==> src/rtl/fifo_pkg.sv <==
// Shared definitions for the stream FIFOs: address-width helper and the
// bit positions of the registered status flags.
package fifo_pkg;

   localparam int FLAG_FULL   = 0;
   localparam int FLAG_EMPTY  = 1;
   localparam int FLAG_AFULL  = 2;
   localparam int FLAG_AEMPTY = 3;
   localparam int FLAG_OVER   = 4;
   localparam int FLAG_UNDER  = 5;
   localparam int FLAG_W      = 6;

   // An empty FIFO is also almost-empty for every legal threshold
   localparam logic [FLAG_W-1:0] FLAG_RST = (FLAG_W'(1) << FLAG_EMPTY) | (FLAG_W'(1) << FLAG_AEMPTY);

   function automatic int clog2(input int value);
      int r;
      r = 0;
      for (int i = 0; i < 31; i++) begin
         if ((1 << i) < value) r = i + 1;
      end
      return r;
   endfunction

endpackage

==> src/rtl/fifo_param_if.sv <==
// Handshake and status bundle between a FIFO user (master) and fifo_param (slave).
interface fifo_param_if #(
   parameter int WIDTH = 16,
   parameter int DEPTH = 8
);
   import fifo_pkg::*;

   localparam int AW = clog2(DEPTH);

   logic             wr;
   logic             rd;
   logic [WIDTH-1:0] din;
   logic [WIDTH-1:0] dout;
   logic [AW:0]      count;
   logic             almost_full;
   logic             almost_empty;
   logic             full;
   logic             empty;
   logic             over;
   logic             under;
   logic             valid;

   modport master (
      output wr, rd, din,
      input  dout, count, almost_full, almost_empty, full, empty, over, under, valid
   );

   modport slave (
      input  wr, rd, din,
      output dout, count, almost_full, almost_empty, full, empty, over, under, valid
   );

endinterface

==> src/rtl/fifo_ram.sv <==
// Simple dual-port storage: synchronous write, registered synchronous read
// (read-before-write on an address collision). The array itself is never reset.
module fifo_ram
   import fifo_pkg::*;
#(
   parameter int WIDTH = 16,
   parameter int DEPTH = 8
) (
   input  logic                      clk,
   input  logic                      rst_n,
   input  logic                      we,
   input  logic [clog2(DEPTH)-1:0]   waddr,
   input  logic [WIDTH-1:0]          wdata,
   input  logic                      re,
   input  logic [clog2(DEPTH)-1:0]   raddr,
   output logic [WIDTH-1:0]          rdata
);

   logic [WIDTH-1:0] mem [DEPTH];

   always_ff @(posedge clk) begin
      if (we) mem[waddr] <= wdata;
   end

   always_ff @(posedge clk or negedge rst_n) begin
      if (!rst_n) begin
         rdata <= '0;
      end else if (re) begin
         rdata <= mem[raddr];
      end
   end

endmodule

==> src/rtl/fifo_param.sv <==
// Parametrised synchronous FIFO with registered flags, occupancy count and an
// optional first-word-fall-through output stage.
module fifo_param
   import fifo_pkg::*;
#(
   parameter int WIDTH    = 16,
   parameter int DEPTH    = 8,
   parameter int AF_LEVEL = 7,
   parameter int AE_LEVEL = 1,
   parameter int FWFT     = 0
) (
   input  logic       clk,
   input  logic       rst_n,
   fifo_param_if.slave fifo
);

   localparam int AW = clog2(DEPTH);
   localparam logic [AW:0]   CNT_MAX = (AW+1)'(DEPTH);
   localparam logic [AW:0]   CNT_AF  = (AW+1)'(AF_LEVEL);
   localparam logic [AW:0]   CNT_AE  = (AW+1)'(AE_LEVEL);
   localparam logic [AW:0]   CNT_ONE = {{AW{1'b0}}, 1'b1};
   localparam logic [AW-1:0] PTR_ONE = {{(AW-1){1'b0}}, 1'b1};

   logic [AW-1:0]     wr_ptr, rd_ptr;
   logic [AW:0]       count, count_next;
   logic [FLAG_W-1:0] flags_q, flags_next;
   logic              wr_ok, rd_ok, rd_avail, ram_re;
   logic [WIDTH-1:0]  ram_rdata;

   // A read frees a slot in the same edge, so a full FIFO still takes a write alongside it
   always_comb begin
      rd_ok      = fifo.rd & rd_avail;
      wr_ok      = fifo.wr & (~flags_q[FLAG_FULL] | rd_ok);
      count_next = count;
      case ({wr_ok, rd_ok})
         2'b10:   count_next = count + CNT_ONE;
         2'b01:   count_next = count - CNT_ONE;
         default: count_next = count;
      endcase
      flags_next              = '0;
      flags_next[FLAG_FULL]   = (count_next == CNT_MAX);
      flags_next[FLAG_EMPTY]  = (count_next == '0);
      flags_next[FLAG_AFULL]  = (count_next >= CNT_AF);
      flags_next[FLAG_AEMPTY] = (count_next <= CNT_AE);
      flags_next[FLAG_OVER]   = fifo.wr & ~wr_ok;
      flags_next[FLAG_UNDER]  = fifo.rd & ~rd_ok;
   end

   always_ff @(posedge clk or negedge rst_n) begin
      if (!rst_n) begin
         wr_ptr  <= '0;
         rd_ptr  <= '0;
         count   <= '0;
         flags_q <= FLAG_RST;
      end else begin
         if (wr_ok)  wr_ptr <= wr_ptr + PTR_ONE;
         if (ram_re) rd_ptr <= rd_ptr + PTR_ONE;
         count   <= count_next;
         flags_q <= flags_next;
      end
   end

   fifo_ram #(
      .WIDTH (WIDTH),
      .DEPTH (DEPTH)
   ) u_ram (
      .clk   (clk),
      .rst_n (rst_n),
      .we    (wr_ok),
      .waddr (wr_ptr),
      .wdata (fifo.din),
      .re    (ram_re),
      .raddr (rd_ptr),
      .rdata (ram_rdata)
   );

   assign fifo.count        = count;
   assign fifo.full         = flags_q[FLAG_FULL];
   assign fifo.empty        = flags_q[FLAG_EMPTY];
   assign fifo.almost_full  = flags_q[FLAG_AFULL];
   assign fifo.almost_empty = flags_q[FLAG_AEMPTY];
   assign fifo.over         = flags_q[FLAG_OVER];
   assign fifo.under        = flags_q[FLAG_UNDER];

   generate
      if (FWFT == 0) begin : g_std
         logic vld_p1;

         assign rd_avail = ~flags_q[FLAG_EMPTY];
         assign ram_re   = rd_ok;

         // p1: RAM read register is the output; valid for exactly one cycle per read
         always_ff @(posedge clk or negedge rst_n) begin
            if (!rst_n) vld_p1 <= 1'b0;
            else        vld_p1 <= rd_ok;
         end

         assign fifo.dout  = ram_rdata;
         assign fifo.valid = vld_p1;
      end else begin : g_fwft
         logic [AW:0]      ram_cnt;
         logic             vld_p1, vld_p2;
         logic             p2_free, p1_adv, issue;
         logic [WIDTH-1:0] dout_p2;

         assign rd_avail = vld_p2;
         assign ram_re   = issue;

         // Prefetch whenever RAM holds unread words and the p1 slot is, or is becoming, free
         always_comb begin
            p2_free = ~vld_p2 | rd_ok;
            p1_adv  = vld_p1 & p2_free;
            issue   = (ram_cnt != '0) & (~vld_p1 | p1_adv);
         end

         // p1: RAM read register; p2: presented output word
         always_ff @(posedge clk or negedge rst_n) begin
            if (!rst_n) begin
               ram_cnt <= '0;
               vld_p1  <= 1'b0;
               vld_p2  <= 1'b0;
               dout_p2 <= '0;
            end else begin
               case ({wr_ok, issue})
                  2'b10:   ram_cnt <= ram_cnt + CNT_ONE;
                  2'b01:   ram_cnt <= ram_cnt - CNT_ONE;
                  default: ram_cnt <= ram_cnt;
               endcase
               vld_p1 <= issue | (vld_p1 & ~p1_adv);
               if (p2_free) vld_p2  <= vld_p1;
               if (p1_adv)  dout_p2 <= ram_rdata;
            end
         end

         assign fifo.dout  = dout_p2;
         assign fifo.valid = vld_p2;
      end
   endgenerate

endmodule

==> src/flat_wrapper.sv <==
// flat-port wrapper written by rule: the top's interface ports become plain ports
module fifo_param_flat import fifo_pkg::*;
#(
   parameter int WIDTH    = 16,
   parameter int DEPTH    = 8,
   parameter int AF_LEVEL = 7,
   parameter int AE_LEVEL = 1,
   parameter int FWFT     = 0
)
  (clk, rst_n, fifo_wr, fifo_rd, fifo_din, fifo_dout, fifo_count, fifo_almost_full, fifo_almost_empty, fifo_full, fifo_empty, fifo_over, fifo_under, fifo_valid);
  fifo_param_if #(.WIDTH(WIDTH), .DEPTH(DEPTH)) fifo_i ();
  input  logic clk;
  input  logic rst_n;
  input wire logic [$bits(fifo_i.wr)-1:0] fifo_wr;
  input wire logic [$bits(fifo_i.rd)-1:0] fifo_rd;
  input wire logic [$bits(fifo_i.din)-1:0] fifo_din;
  output wire logic [$bits(fifo_i.dout)-1:0] fifo_dout;
  output wire logic [$bits(fifo_i.count)-1:0] fifo_count;
  output wire logic [$bits(fifo_i.almost_full)-1:0] fifo_almost_full;
  output wire logic [$bits(fifo_i.almost_empty)-1:0] fifo_almost_empty;
  output wire logic [$bits(fifo_i.full)-1:0] fifo_full;
  output wire logic [$bits(fifo_i.empty)-1:0] fifo_empty;
  output wire logic [$bits(fifo_i.over)-1:0] fifo_over;
  output wire logic [$bits(fifo_i.under)-1:0] fifo_under;
  output wire logic [$bits(fifo_i.valid)-1:0] fifo_valid;
  assign fifo_i.wr = fifo_wr;
  assign fifo_i.rd = fifo_rd;
  assign fifo_i.din = fifo_din;
  assign fifo_dout = fifo_i.dout;
  assign fifo_count = fifo_i.count;
  assign fifo_almost_full = fifo_i.almost_full;
  assign fifo_almost_empty = fifo_i.almost_empty;
  assign fifo_full = fifo_i.full;
  assign fifo_empty = fifo_i.empty;
  assign fifo_over = fifo_i.over;
  assign fifo_under = fifo_i.under;
  assign fifo_valid = fifo_i.valid;
  fifo_param #(.WIDTH(WIDTH), .DEPTH(DEPTH), .AF_LEVEL(AF_LEVEL), .AE_LEVEL(AE_LEVEL), .FWFT(FWFT)) u_core (.clk(clk), .rst_n(rst_n), .fifo(fifo_i));
endmodule
==> config.mk <==
export PLATFORM = sky130hd
export DESIGN_NAME = fifo_param_flat
export DESIGN_NICKNAME = d
export VERILOG_FILES = /design/src/rtl/fifo_pkg.sv /design/src/rtl/fifo_param_if.sv /design/src/rtl/fifo_ram.sv /design/src/rtl/fifo_param.sv /design/src/flat_wrapper.sv
export SDC_FILE = /design/constraint.sdc
export NUM_CORES = 1
export LEC_CHECK = 0
export BUFFER_PORTS_ARGS = -buffer_cell sky130_fd_sc_hd__buf_2
export CAP_MARGIN = 20
export CORE_MARGIN = 4
export CORE_UTILIZATION = 40
export CTS_CLUSTER_DIAMETER = 40
export DETAILED_ROUTE_END_ITERATION = 16
export SLEW_MARGIN = 20
export SYNTH_ARGS = -nofsm -noshare
export SYNTH_HDL_FRONTEND = slang
export SYNTH_SLANG_ARGS = --single-unit
==> constraint.sdc <==
create_clock -name clk -period 3 [get_ports clk]
set_input_delay 0.15 -clock clk [delete_from_list [all_inputs] [get_ports clk]]
set_output_delay 0.15 -clock clk [all_outputs]
set_load 0.01 [all_outputs]
==> flow_summary.toml, run 1 <==
[detailed_routing]
post_drt_via_cell_ratio = 5.078
drtIter0Drc = 140
route.detailed.wl_per_inst_um = 19.05
drcViolationCount = 0
totalWireLength_um = 11500
drt_pre_antenna_iters = 4
drtAntennaViolNets = 0
via_count = 3067

[clock_network]
clk_pin_slew_ns = 0.06
cts_max_path_buffers = 2
clk_latency_ns = 0.43
h-tree-depth = 4
cts-root-buf = "clkbuf_16"
numCtsBuffers = 17
cts_tree = "yes"
postCtsSetupBuffers = 0
cts_sinks = 161

[power]
power_density_nw_per_um2 = 977.7
p_leak_nw = 2.736
vdd_ir_drop_max_uv = 475.4

[floorplan]
fp.dieH_um = 132.7
top_level_ports = 47
coreArea_um2 = 15200
chipWidth_um = 132.7
dieArea_um2 = 17610
fp-row-count = 45
start_util = 0.4093

[global_route]
grt_pass1_wl_um = 18460
grt_usage = 0.1428
grt_pass1_vias = 3352
grt_max_degree = 35
overflow = 0
antenna_found_initial = 0

[yosys]
synth_area_leaders = "edfxtp_1 (62%), dfrtp_1 (12%), mux4_2 (12%), mux2i_1 (2.7%), nand2_1 (1.5%)"
synth_seq_area_share = 0.7509
synthFlopType = "edfxtp_1"
syn-num-nets = 346
synthCells = 321
synth_edf_count = 128
synthArstFlopShare = 0.2050
synth_top_area_frac = 0.6177
ys_warn_count = 0
synth_top_area_cell = "edfxtp_1"
ys_ff_latch = 161
syn_area_um2 = 6222
avgSynthCellArea_um2 = 19.38
synth.distinct_cells = 37

[worst_setup_path]
r2r-start = "u_core.flags_q[1]"
rrSetupSlack_ns = 0.41
cp.arrival_ns = 2.91
crit_type = "flip-flop to flip-flop"
path_max_fanout = 8
cpMaxStageDelayCell = "dfstp_2"
worstPathCellList = "nand2b_1 -> a21boi_1 -> inv_1 -> ha_1 -> xor2_1 -> ha_1 -> a21oi_1 -> mux2i_1 -> xnor2_1 -> a21o_2"
crit_path_start = "u_core.flags_q[1]"
cp_common_cell = "ha_1"
reg2reg_depth = 10
crit_path_max_incr_delay_ns = 0.37
required_ns = 3.32
critPathCaptureType = "flip-flop"
timing.rr.end = "u_core.flags_q[2]"
critPathLaunchType = "flip-flop"

[final_layout]
final_cell_mix = "edfxtp_1 (128), buf_2 (46), mux4_2 (32)"
area_delta_synth_final_pct = 20.83
diodes = 0
layout_commonest_cell = "edfxtp_1"
fin_area_um2 = 7518
drive_above_1_share = 0.3317
num-nets-final = 428

[place]
dpl_cell_area_um2 = 6768
dp_hpwl_um = 6736
routabilityCongestion = 0.7192
port_buffers = 46

[sta]
rsz0062_at_grt = "false"
period_share = 0.8643
finalHoldViolations = 0
fmax_mhz = 385.7
drv_slew = 0
max_slew_margin = 0.4266
finalSetupTns_ns = 0
tightest_slew_ns = 0.8601
setup_viol = 0
finalWorstPathRequiredPeriod_ns = 2.593
skew_ns = 0.01506

[worst_hold_path]
hold_class = "primary input to flip-flop"
min_to = "u_core.u_ram.mem[6][7]"
hp-start = "fifo_din[7]"
holdPathStages = 1

[job]
cap_violations = 0

[outcome]
outcome = "finished, final reports clean"
==> flip-flops by register name (all words and copies together) (netlist names) <==
signal / cells
u_core.fifo.count: 4
u_core.rd_ptr: 3
u_core.u_ram.mem: 128
u_core.fifo.valid: 1
u_core.wr_ptr: 3
u_core.flags_q: 6
u_core.u_ram.rdata: 16
==> per-stage QoR <==
stage	setup slack, ns	cells	util	hold WS [ns]	power (W)
final	0.4070	604	0.4946	0.01149	0.007351
after global routing	0.2133	604	0.4946	0.008519	0.007787
after CTS	0.3691	604	0.4946	0.005576	0.007474
after detailed placement	0.3864	554	0.4452	0.3318	0.005360
after global placement	0.5073	554	0.4452	0.3091	0.005301
after floorplan	0.2255	321	-	-0.1456	0.004661
==> power by group <==
part	total (W)	internal, W	switching [W]
registers	0.00319	0.00292	0.000275
clock network	0.00207	0.00123	0.000844
logic	0.00209	0.00101	0.00108
total	0.00735	0.00515	0.00220
==> how the worst max path moves through the flow <==
stage | to | slack, ns | cells after the start
finish | u_core.flags_q[2] | 0.41 | 10
global route | u_core.flags_q[0] | 0.21 | 10
CTS | u_core.flags_q[2] | 0.37 | 10
detailed placement | u_core.flags_q[2] | 0.39 | 10
global placement | u_core.flags_q[2] | 0.51 | 10
floorplan | u_core.u_ram.mem[2][0] | 0.23 | 5
==> final cells by class <==
class | instances | area, um2
fill | 1267 | 7684
sequential | 161 | 4673
multi-input combinational | 140 | 1485
timing repair buffer | 80 | 543.0
clock buffer | 20 | 436.7
tap | 188 | 235.2
clock inverter | 12 | 133.9
inverter | 3 | 11.26
==> cell usage after synthesis, types with 2 or more instances <==
cell and count:
and2_1 2, buf_2 4, buf_4 3, clkbuf_1 8, dfrtp_1 31, dfstp_2 2, edfxtp_1 128, ha_1 5
inv_1 3, mux2_2 2, mux2i_1 17, mux4_2 32, nand2_1 25, nand2b_1 3, nor2_1 7, nor3_1 6
nor3b_1 3, o21ai_0 16, xnor2_1 5, xor2_1 2
==> routing by layer <==
metal  part of all wire  vias to the layer above  wire, um  GRT usage
met2               0.52                       51      5929     0.2411
met1               0.44                     1575      5037     0.1732
li1                   -                     1432         -          -
met3              0.035                        9       405    0.04639
met5                  0                        -         0          0
met4              0.011                        0       131    0.05023
==> cell families after synthesis <==
kind of cell               after synthesis  share of synthesized area
buffers and inverters                   20                    0.01609
muxes                                   51                     0.1468
DFF                                    161                     0.7509
xor gates and xnor gates                 7                   0.009853
adders and majority gates                5                    0.01005
AOI/OAI and AO/OA                       25                    0.02634
and+or+nand+nor                         52                    0.04002
==> what timing repair did <==
item	4_1_cts	5_1_grt
hold endpoints to repair	142	0
endpoints found under the setup margin	0	0
hold buffers	18	0
resized for setup	0	0
==> worst max-delay path, delay by kind of cell (launching register included) <==
family          cells  cell delay [ns]
compound gates      3             0.61
flops               1             0.37
simple gates        1             0.18
mux                 1             0.24
buf+inv             1             0.20
xor+xnor            2             0.35
fa+ha+maj           2             0.53
No activity file was read; power rests on OpenSTA's default activity.
==> run 2: changes to the inputs <==
--- a/config.mk
+++ b/config.mk
@@ -5,12 +5,12 @@
 export SDC_FILE = /design/constraint.sdc
 export NUM_CORES = 1
 export LEC_CHECK = 0
-export BUFFER_PORTS_ARGS = -buffer_cell sky130_fd_sc_hd__buf_2
 export CAP_MARGIN = 20
 export CORE_MARGIN = 4
 export CORE_UTILIZATION = 40
 export CTS_CLUSTER_DIAMETER = 40
 export DETAILED_ROUTE_END_ITERATION = 16
+export DONT_BUFFER_PORTS = 1
 export SLEW_MARGIN = 20
 export SYNTH_ARGS = -nofsm -noshare
 export SYNTH_HDL_FRONTEND = slang
==> run 2 against run 1 <==
- final cell count down 6.8%
- via count down 3.3%
- first-iteration DRC count up 57%
- global-route usage up 0.069 points
- fmax down 2.5%
- clock power down 7%
- critical path depth unchanged
- critical path type unchanged
- critical endpoint unchanged
- largest power group unchanged
==> flow_summary.toml, run 2 (synthesis gave the netlist of run 1 again) <==
[global_route]
antenna_found_initial = 0
overflow = 0
grt_usage = 0.1435
grt_pass1_vias = 3202
grt_max_degree = 34
grt_pass1_wl_um = 18620

[final_layout]
num-nets-final = 387
diodes = 0
drive_above_1_share = 0.2587
layout_commonest_cell = "edfxtp_1"
largest_reg_flops = 128
reg_top3 = "u_core.u_ram.mem x128, u_core.u_ram.rdata x16, u_core.flags_q x6"
final_cell_mix = "edfxtp_1 (128), mux4_2 (32), dfrtp_1 (30)"
final_util = 0.4813
area_delta_synth_final_pct = 17.60
fin_area_um2 = 7317
top_register = "u_core.u_ram.mem"

[clock_network]
numCtsBuffers = 17
clk_pin_slew_ns = 0.06
cts_tree = "yes"
postCtsSetupBuffers = 0
clk_latency_ns = 0.42
cts_sinks = 161
h-tree-depth = 4
cts-root-buf = "clkbuf_16"
cts_max_path_buffers = 2

[worst_setup_path]
path_max_fanout = 19
path_delay_family = "flip-flops"
worstPathCellList = "nand2b_1 -> buf_4 -> inv_1 -> ha_1 -> xor2_1 -> ha_1 -> a21oi_1 -> mux2i_1 -> xnor2_1 -> a21o_2"
critPathCaptureType = "flip-flop"
cpMaxStageDelayCell = "dfstp_2"
crit_type = "flip-flop to flip-flop"
required_ns = 3.31
cp.arrival_ns = 2.97
critPathLaunchType = "flip-flop"
crit_path_max_incr_delay_ns = 0.56
cp_common_cell = "ha_1"
crit_buf_inv = 2

[sta]
finalSetupTns_ns = 0
setup_viol = 0
fin_ws_ns = 0.3393
fmax_mhz = 375.8
skew_ns = 0.007053
period_share = 0.8869
finalHoldViolations = 0
drv_slew = 0
rsz0062_at_grt = "false"
finalWorstPathRequiredPeriod_ns = 2.661
max_slew_margin = 0.4931
tightest_slew_ns = 0.7563
whs_ns = 0.1725

[detailed_routing]
route.detailed.wl_per_inst_um = 20.93
wl_met3_um = 601
totalWireLength_um = 11780
via_count = 2966
drcViolationCount = 0
post_drt_via_cell_ratio = 5.268
top_layer_used = "met4"
drt_pre_antenna_iters = 5
drtAntennaViolNets = 0
met1_length_um = 5428
drtIter0Drc = 220
routed-wl-met2_um = 5574

[power]
vdd_ir_drop_max_uv = 494.0
power_density_nw_per_um2 = 970.9
p_leak_nw = 2.547

[place]
port_buffers = 0
post-place-ws_ns = 0.3346
dp_hpwl_um = 7235
dpl_cell_area_um2 = 6585
routabilityCongestion = 0.7616

[floorplan]
dieArea_um2 = 17610
top_level_ports = 47
coreArea_um2 = 15200
chipWidth_um = 132.7
fp-row-count = 45
start_util = 0.4093
fp.dieH_um = 132.7

[outcome]
outcome = "finished, final reports clean"

[job]
cap_violations = 0

[worst_hold_path]
hold_class = "primary input to flip-flop"
-- run 2: cell types whose count changed in the layout (fill, tap and decap cells not counted), moves of 2 or more --
cell / delta
buf_12: +3
buf_2: -46
bufinv_16: -2
clkinv_2: +2
clkinvlp_4: +3
-- run 2: tightest hold or removal path, delay by kind of cell --
kind	cells	cell delay [ns]
buf+inv	1	0.15
compound gates	1	0.12
xor+xnor	1	0.12
-- run 2: repair_timing --
item | 4_1_cts | 5_1_grt
hold endpoints to repair | 163 | 0
resized for setup | 0 | 0
hold buffers | 20 | 0
endpoints found under the setup margin | 0 | 0
-- run 2: path summary, 6_finish.rpt --
path	from	end	slack [ns]	depth (start not counted)
min in group asynchronous	rst_n	u_core.u_ram.rdata[9]	0.22	2
worst min register to register	u_core.u_ram.rdata[11]	u_core.u_ram.rdata[11]	0.55	2
worst max-delay path	u_core.flags_q[1]	u_core.flags_q[2]	0.34	10
worst min-delay path	fifo_wr	u_core.wr_ptr[0]	0.17	3
worst max register to register	u_core.flags_q[1]	u_core.flags_q[2]	0.34	10
max in group asynchronous	rst_n	u_core.flags_q[1]	2.53	2
-- run 2: layer usage --
metal,up-vias,GRT usage
li1,1348,-
met1,1526,0.1971
met2,79,0.2130
met3,13,0.04601
met4,0,0.05889
met5,-,0
-- run 2: final cells by class --
| cell class | count | area (um2) |
|---|---|---|
| Tap cell | 188 | 235.2 |
| Inverter | 3 | 11.26 |
| Sequential cell | 161 | 4673 |
| Multi-Input combinational cell | 140 | 1485 |
| Fill cell | 1275 | 7885 |
| Timing Repair Buffer | 39 | 390.4 |
| Clock buffer | 19 | 432.9 |
| Clock inverter | 13 | 88.84 |
-- run 2: power by group --
group	switching, W	leakage, nW	internal [W]
clock	0.000862	0.247	0.00105
sequential	0.000477	1.56	0.00291
combinational	0.000878	0.740	0.000919
total	0.00222	2.55	0.00489
-- run 2: stage by stage --
stage          std cells  power (W)
6_report             563   0.007104
5_1_grt              563   0.007518
4_1_cts              563   0.007206
3_5_place_dp         511   0.005238
3_3_place_gp         511   0.005181
2_1_floorplan        321   0.004661
